File: src/rtl/pulse_train_gen_if.sv
// rtl/pulse_train_gen_if.sv - command/config and waveform signals of the pulse train generator
interface pulse_train_gen_if #(
    parameter int CNT_W = 8
);
    logic             start;
    logic [CNT_W-1:0] high_len;
    logic [CNT_W-1:0] low_len;
    logic [CNT_W-1:0] num_pulses;
    logic             abort;
    logic             d_out;
    logic             rise_edge;
    logic             fall_edge;
    logic             busy;
    logic             done;

    modport master (
        output start, high_len, low_len, num_pulses, abort,
        input  d_out, rise_edge, fall_edge, busy, done
    );

    modport slave (
        input  start, high_len, low_len, num_pulses, abort,
        output d_out, rise_edge, fall_edge, busy, done
    );
endinterface

File: src/rtl/pulse_train_gen.sv
// rtl/pulse_train_gen.sv - programmable pulse train with registered rise/fall/done strobes
module pulse_train_gen #(
    parameter int CNT_W = 8
) (
    input  logic              clk,
    input  logic              rst,
    pulse_train_gen_if.slave  bus
);
    typedef enum logic [1:0] {S_IDLE, S_HIGH, S_LOW} state_t;

    state_t           r_state;
    state_t           w_state_nx;
    logic [CNT_W-1:0] r_cnt;
    logic [CNT_W-1:0] w_cnt_nx;
    logic [CNT_W-1:0] r_left;
    logic [CNT_W-1:0] w_left_nx;
    logic [CNT_W-1:0] r_high_len;
    logic [CNT_W-1:0] w_high_len_nx;
    logic [CNT_W-1:0] r_low_len;
    logic [CNT_W-1:0] w_low_len_nx;
    logic             r_d_out;
    logic             r_rise;
    logic             r_fall;
    logic             r_busy;
    logic             r_done;
    logic             w_d_nx;
    logic             w_rise_nx;
    logic             w_fall_nx;
    logic             w_done_nx;
    logic             w_accept;
    logic [CNT_W-1:0] w_low_cycles;

    assign w_accept = bus.start && !bus.abort
                   && (bus.num_pulses != '0) && (bus.high_len != '0);

    // A zero low length still yields one low cycle so both edges stay visible.
    assign w_low_cycles = (r_low_len == '0) ? CNT_W'(1) : r_low_len;

    // r_cnt holds the cycles remaining in the current phase, including this one.
    always_comb begin
        w_state_nx    = r_state;
        w_cnt_nx      = r_cnt;
        w_left_nx     = r_left;
        w_high_len_nx = r_high_len;
        w_low_len_nx  = r_low_len;
        w_d_nx        = 1'b0;
        w_rise_nx     = 1'b0;
        w_fall_nx     = 1'b0;
        w_done_nx     = 1'b0;
        case (r_state)
            S_IDLE: begin
                if (w_accept) begin
                    w_state_nx    = S_HIGH;
                    w_cnt_nx      = bus.high_len;
                    w_left_nx     = bus.num_pulses;
                    w_high_len_nx = bus.high_len;
                    w_low_len_nx  = bus.low_len;
                    w_d_nx        = 1'b1;
                    w_rise_nx     = 1'b1;
                end
            end
            S_HIGH: begin
                if (bus.abort) begin
                    w_state_nx = S_IDLE;
                    w_cnt_nx   = '0;
                    w_left_nx  = '0;
                    w_fall_nx  = 1'b1;
                end else if (r_cnt == CNT_W'(1)) begin
                    w_fall_nx = 1'b1;
                    if (r_left == CNT_W'(1)) begin
                        w_state_nx = S_IDLE;
                        w_cnt_nx   = '0;
                        w_left_nx  = '0;
                        w_done_nx  = 1'b1;
                    end else begin
                        w_state_nx = S_LOW;
                        w_cnt_nx   = w_low_cycles;
                        w_left_nx  = r_left - CNT_W'(1);
                    end
                end else begin
                    w_cnt_nx = r_cnt - CNT_W'(1);
                    w_d_nx   = 1'b1;
                end
            end
            S_LOW: begin
                if (bus.abort) begin
                    w_state_nx = S_IDLE;
                    w_cnt_nx   = '0;
                    w_left_nx  = '0;
                end else if (r_cnt == CNT_W'(1)) begin
                    w_state_nx = S_HIGH;
                    w_cnt_nx   = r_high_len;
                    w_d_nx     = 1'b1;
                    w_rise_nx  = 1'b1;
                end else begin
                    w_cnt_nx = r_cnt - CNT_W'(1);
                end
            end
            default: begin
                w_state_nx = S_IDLE;
                w_cnt_nx   = '0;
                w_left_nx  = '0;
            end
        endcase
    end

    always_ff @(posedge clk) begin
        if (!rst) begin
            r_state    <= S_IDLE;
            r_cnt      <= '0;
            r_left     <= '0;
            r_high_len <= '0;
            r_low_len  <= '0;
            r_d_out    <= 1'b0;
            r_rise     <= 1'b0;
            r_fall     <= 1'b0;
            r_busy     <= 1'b0;
            r_done     <= 1'b0;
        end else begin
            r_state    <= w_state_nx;
            r_cnt      <= w_cnt_nx;
            r_left     <= w_left_nx;
            r_high_len <= w_high_len_nx;
            r_low_len  <= w_low_len_nx;
            r_d_out    <= w_d_nx;
            r_rise     <= w_rise_nx;
            r_fall     <= w_fall_nx;
            r_busy     <= (w_state_nx != S_IDLE);
            r_done     <= w_done_nx;
        end
    end

    assign bus.d_out     = r_d_out;
    assign bus.rise_edge = r_rise;
    assign bus.fall_edge = r_fall;
    assign bus.busy      = r_busy;
    assign bus.done      = r_done;
endmodule
File: src/flat_wrapper.sv
// flat-port wrapper written by rule: the top's interface ports become plain ports
module pulse_train_gen_flat 
#(
    parameter int CNT_W = 8
)
  (clk, rst, bus_start, bus_high_len, bus_low_len, bus_num_pulses, bus_abort, bus_d_out, bus_rise_edge, bus_fall_edge, bus_busy, bus_done);
  pulse_train_gen_if #(.CNT_W(CNT_W)) bus_i ();
  input  logic clk;
  input  logic rst;
  input wire logic [$bits(bus_i.start)-1:0] bus_start;
  input wire logic [$bits(bus_i.high_len)-1:0] bus_high_len;
  input wire logic [$bits(bus_i.low_len)-1:0] bus_low_len;
  input wire logic [$bits(bus_i.num_pulses)-1:0] bus_num_pulses;
  input wire logic [$bits(bus_i.abort)-1:0] bus_abort;
  output wire logic [$bits(bus_i.d_out)-1:0] bus_d_out;
  output wire logic [$bits(bus_i.rise_edge)-1:0] bus_rise_edge;
  output wire logic [$bits(bus_i.fall_edge)-1:0] bus_fall_edge;
  output wire logic [$bits(bus_i.busy)-1:0] bus_busy;
  output wire logic [$bits(bus_i.done)-1:0] bus_done;
  assign bus_i.start = bus_start;
  assign bus_i.high_len = bus_high_len;
  assign bus_i.low_len = bus_low_len;
  assign bus_i.num_pulses = bus_num_pulses;
  assign bus_i.abort = bus_abort;
  assign bus_d_out = bus_i.d_out;
  assign bus_rise_edge = bus_i.rise_edge;
  assign bus_fall_edge = bus_i.fall_edge;
  assign bus_busy = bus_i.busy;
  assign bus_done = bus_i.done;
  pulse_train_gen #(.CNT_W(CNT_W)) u_core (.clk(clk), .rst(rst), .bus(bus_i));
endmodule
File: config.mk
export PLATFORM = sky130hd
export DESIGN_NAME = pulse_train_gen_flat
export DESIGN_NICKNAME = d
export VERILOG_FILES = /design/src/rtl/pulse_train_gen_if.sv /design/src/rtl/pulse_train_gen.sv /design/src/flat_wrapper.sv
export SDC_FILE = /design/constraint.sdc
export NUM_CORES = 1
export LEC_CHECK = 0
export CAP_MARGIN = 30
export CORE_ASPECT_RATIO = 1.25
export CORE_MARGIN = 1.5
export CORE_UTILIZATION = 53
export CTS_CLUSTER_DIAMETER = 200
export DETAILED_ROUTE_END_ITERATION = 8
export PLACE_DENSITY_LB_ADDON = 0.3
export SLEW_MARGIN = 20
export SYNTH_ARGS = -nofsm -noshare
export SYNTH_HDL_FRONTEND = slang
export SYNTH_SLANG_ARGS = --single-unit
File: constraint.sdc
create_clock -name clk -period 2.3 [get_ports clk]
set_input_delay 0.46 -clock clk [delete_from_list [all_inputs] [get_ports clk]]
set_output_delay 0.46 -clock clk [all_outputs]
set_load 0.02 [all_outputs]
==> metrics.csv <==
stage;metric;value;unit
yosys;mux share of post-synthesis cell area;8.47;%
yosys;post-synthesis net count;278;
min_path;type of the most critical hold path;reg -> reg;
pwr;cell leakage power;1.11;nW
global_route;Congestion Overflow GR;0;
die;Top-Level Pins;33;
clock_tree;CTS tree;built;
yosys;list of most frequent post-synthesis cells;dfxtp_1 (39), nor2_1 (32), mux2i_1 (17), nand2_1 (12), a21oi_1 (11);
cells_and_area;diodes inserted;0;
die;Die Width;59.9;µm
global_route;gr usage total;29.1;%
global_route;first-pass GRT wire length;9670;µm
yosys;primary flip-flop cell chosen by synthesis mapping;dfxtp_1;
pwr;worst supply voltage drop on vdd;455;µV
yosys;share of the synthesized area in the top cell type;36.4;%
critical_path;critical-path maximum fanout;5;
global_route;number of global-route vias before repair;2171;
yosys;post-synthesis average cell area;8.71;µm²
sta;fraction of the cycle the final worst path needs;96.0;%
global_route;initial antenna violation count;0;
flow_run;maxcap violations;0;
pwr;switching power;486;µW
sta;worst hold-check slack;0.483;ns
pwr;logic gate share of total power;25.4;%
yosys;XOR/XNOR share of the synthesized area;1.64;%
yosys;complex-gate fraction of the synthesized area;26.9;%
clock_tree;CTS root buf;clkbuf_8;
pwr;relative contribution of sequential cells to total power;47.1;%
sta;setup repair after global routing missed its margin;no;
yosys;fraction of the mapped netlist area in simple logic gates;19.3;%
clock_tree;number of setup buffers added after CTS;0;
clock_tree;insertion delay of the later-clocked pin in the worst-skew pair;0.29;ns
sta;time the worst path needs with I/O delays and setup;2.21;ns
yosys;number of enable-type register cells in the synthesized netlist;0;
yosys;proportion of synthesized flip-flops having asynchronous set or reset;0;%
critical_path;Worst Setup Path Type;reg -> reg;
placement;routability congestion estimate;0.992;
status;outcome;finished clean;
drt;final routed DRC violation total;0;
sta;sum of negative setup slack;0;ns
yosys;register area share after synthesis;36.4;%
sta;final hold violation count;0;
critical_path;arrival time at the worst endpoint;2.38;ns
sta;worst slew margin relative to its limit;65.5;%
die;core outline area;3820;µm²
die;die height;74.1;µm
critical_path;nature of the critical path startpoint;flip-flop;
cells_and_area;Final Net Count;328;
placement;IO buf count;32;
yosys;yosys warns;0;
pwr;switching part of the total;30.1;%
yosys;number of storage elements in the synthesis netlist;39;
pwr;total design power;1.61;mW
critical_path;required time of the critical path;2.47;ns
cells_and_area;synthesis-to-finish area growth;28.9;%
die;number of rows created at floorplan;25;
sta;top achievable clock speed;453;MHz
sta;final count of pins violating max slew;0;
clock_tree;TritonCTS Buffers;5;
yosys;adder-cell area share of the yosys netlist;2.34;%
clock_tree;maximum buffer depth of the clock tree;2;
global_route;maximum number of pins on one net before global-route repair;20;
placement;HPWL reported at the end of detailed placement;4490;µm
yosys;cell taking the most area after synthesis;dfxtp_1;
drt;vias;2192;
yosys;synthesized cell area;2140;µm²
drt;number of DRC markers after the initial detailed-route iteration;151;
pwr;power density over cell area;584;nW/µm²
drt;Routed WL per cell;17.0;µm
drt;remaining antenna violation count;0;
yosys;largest family of logic cells by synthesized area;compound AO/OA/AOI/OAI gates;
pwr;internal power of the cells;1.13;mW
pwr;part of the power in the clock network;27.4;%
clock_tree;Sink Count;39;
sta;total of endpoints with negative setup slack in the final report;0;
die;die outline area;4430;µm²
clock_tree;total number of H-tree levels;2;
sta;transition time at the pin with the least slew margin;0.517;ns
die;Initial Utilization;56.1;%
drt;WL final;5970;µm
yosys;number of cells produced by synthesis;246;
yosys;biggest area contributors in the synthesized netlist;dfxtp_1 (36%), mux2i_1 (7.9%), nor2_1 (5.6%), o41ai_1 (2.9%), a21oi_1 (2.6%);
sta;worst clock skew on the final layout;0.00789;ns
clock_tree;CTS clock-pin slew for the worst setup and hold paths;0.07;ns
drt;router iterations before antenna repair;6;
cells_and_area;share of layout cells above drive strength 1;13.5;%
yosys;count of distinct cell types in the synthesized netlist;54;
drt;post-detailed-route via-to-cell ratio;6.25;
critical_path;kind of capture point of the worst setup path;flip-flop;
yosys;cell with the most instances after synthesis;dfxtp_1;
placed cells by master (no fill, tap or decap), types with 5 or more instances in the layout:
cell	n
a21oi_1	11
clkbuf_8	5
mux2i_1	17
o41ai_1	7
buf_4	25
dfxtp_1	39
nand2_1	12
nor3_1	7
inv_1	9
nor2_1	32
o21ai_0	8
clkdlybuf4s50_1	32
a32oi_1	6
nand3_1	6
nor4_1	7
critical path, cell delays in order (launching register included):
cell and delay (ns):
dfxtp_1 0.34, inv_1 0.11, ha_1 0.14, or3b_2 0.47, o21a_1 0.23, buf_4 0.17
buf_4 0.14, a222oi_1 0.36, o21ai_1 0.12
sequential cells by signal, summed over array words and instances, names as in the netlist:
name,cells
u_core.r_low_len,8
u_core.r_high_len,8
u_core.r_left,8
u_core.bus.d_out,1
u_core.bus.fall_edge,1
u_core.bus.rise_edge,1
u_core.bus.done,1
u_core.r_cnt,8
u_core.r_state,2
u_core.bus.busy,1
power groups by stage:
stage	clock [mW]	combinational, mW	sequential (mW)
after detailed placement	0	0.401	0.774
final	0.443	0.410	0.761
after global routing	0.478	0.446	0.763
after floorplan	0	0.246	0.762
after CTS	0.454	0.405	0.758
after global placement	0	0.393	0.773
routing by layer:
metal / global-route usage [%] / vias up / share of wire [%]
li1: - / 1049 / -
met1: 32.5 / 1015 / 39
met2: 51.1 / 110 / 50
met3: 5.74 / 18 / 7.5
met4: 15.3 / 0 / 3.0
met5: 0 / - / 0
per-stage QoR:
stage,area [µm²],setup slack (ns),cells,util (%)
floorplan,2140,0.181,246,-
global placement,2670,-0.0546,343,69.9
detailed placement,2670,-0.0812,343,69.9
CTS,2750,0.0814,351,72.2
global route,2760,0.00893,351,72.4
finish,2760,0.0919,351,72.4
worst paths after layout:
| kind | cells past startpoint | end | start | slack, ns |
|---|---|---|---|---|
| worst min register to register | 2 | u_core.r_left[7] | u_core.r_left[7] | 0.48 |
| worst max register to register | 8 | u_core.r_cnt[1] | u_core.r_left[1] | 0.09 |
| worst max-delay path | 8 | u_core.r_cnt[1] | u_core.r_left[1] | 0.09 |
| worst min-delay path | 2 | u_core.r_left[7] | u_core.r_left[7] | 0.48 |
area by class of cell:
type / count / area, µm²
inverter: 10 / 37.5
clock inverter: 1 / 5.00
clock buffer: 7 / 76.3
multi-input combinational: 182 / 1270
fill: 336 / 1050
sequential: 39 / 781
timing repair buffer: 58 / 528
tap: 54 / 67.6
cells by family after synthesis:
kind of cell | after synthesis
simple gates | 82
xor+xnor | 4
mux | 18
compound gates | 74
flops | 39
fa+ha+maj | 4
buf+inv | 25
repair_timing:
item / 4_1_cts / 5_1_grt
cloned: 0 / 0
hold buffers: 0 / 0
setup endpoints to repair: 1 / 5
gates resized for setup: 1 / 3
Power figures use the tool's default switching activity.
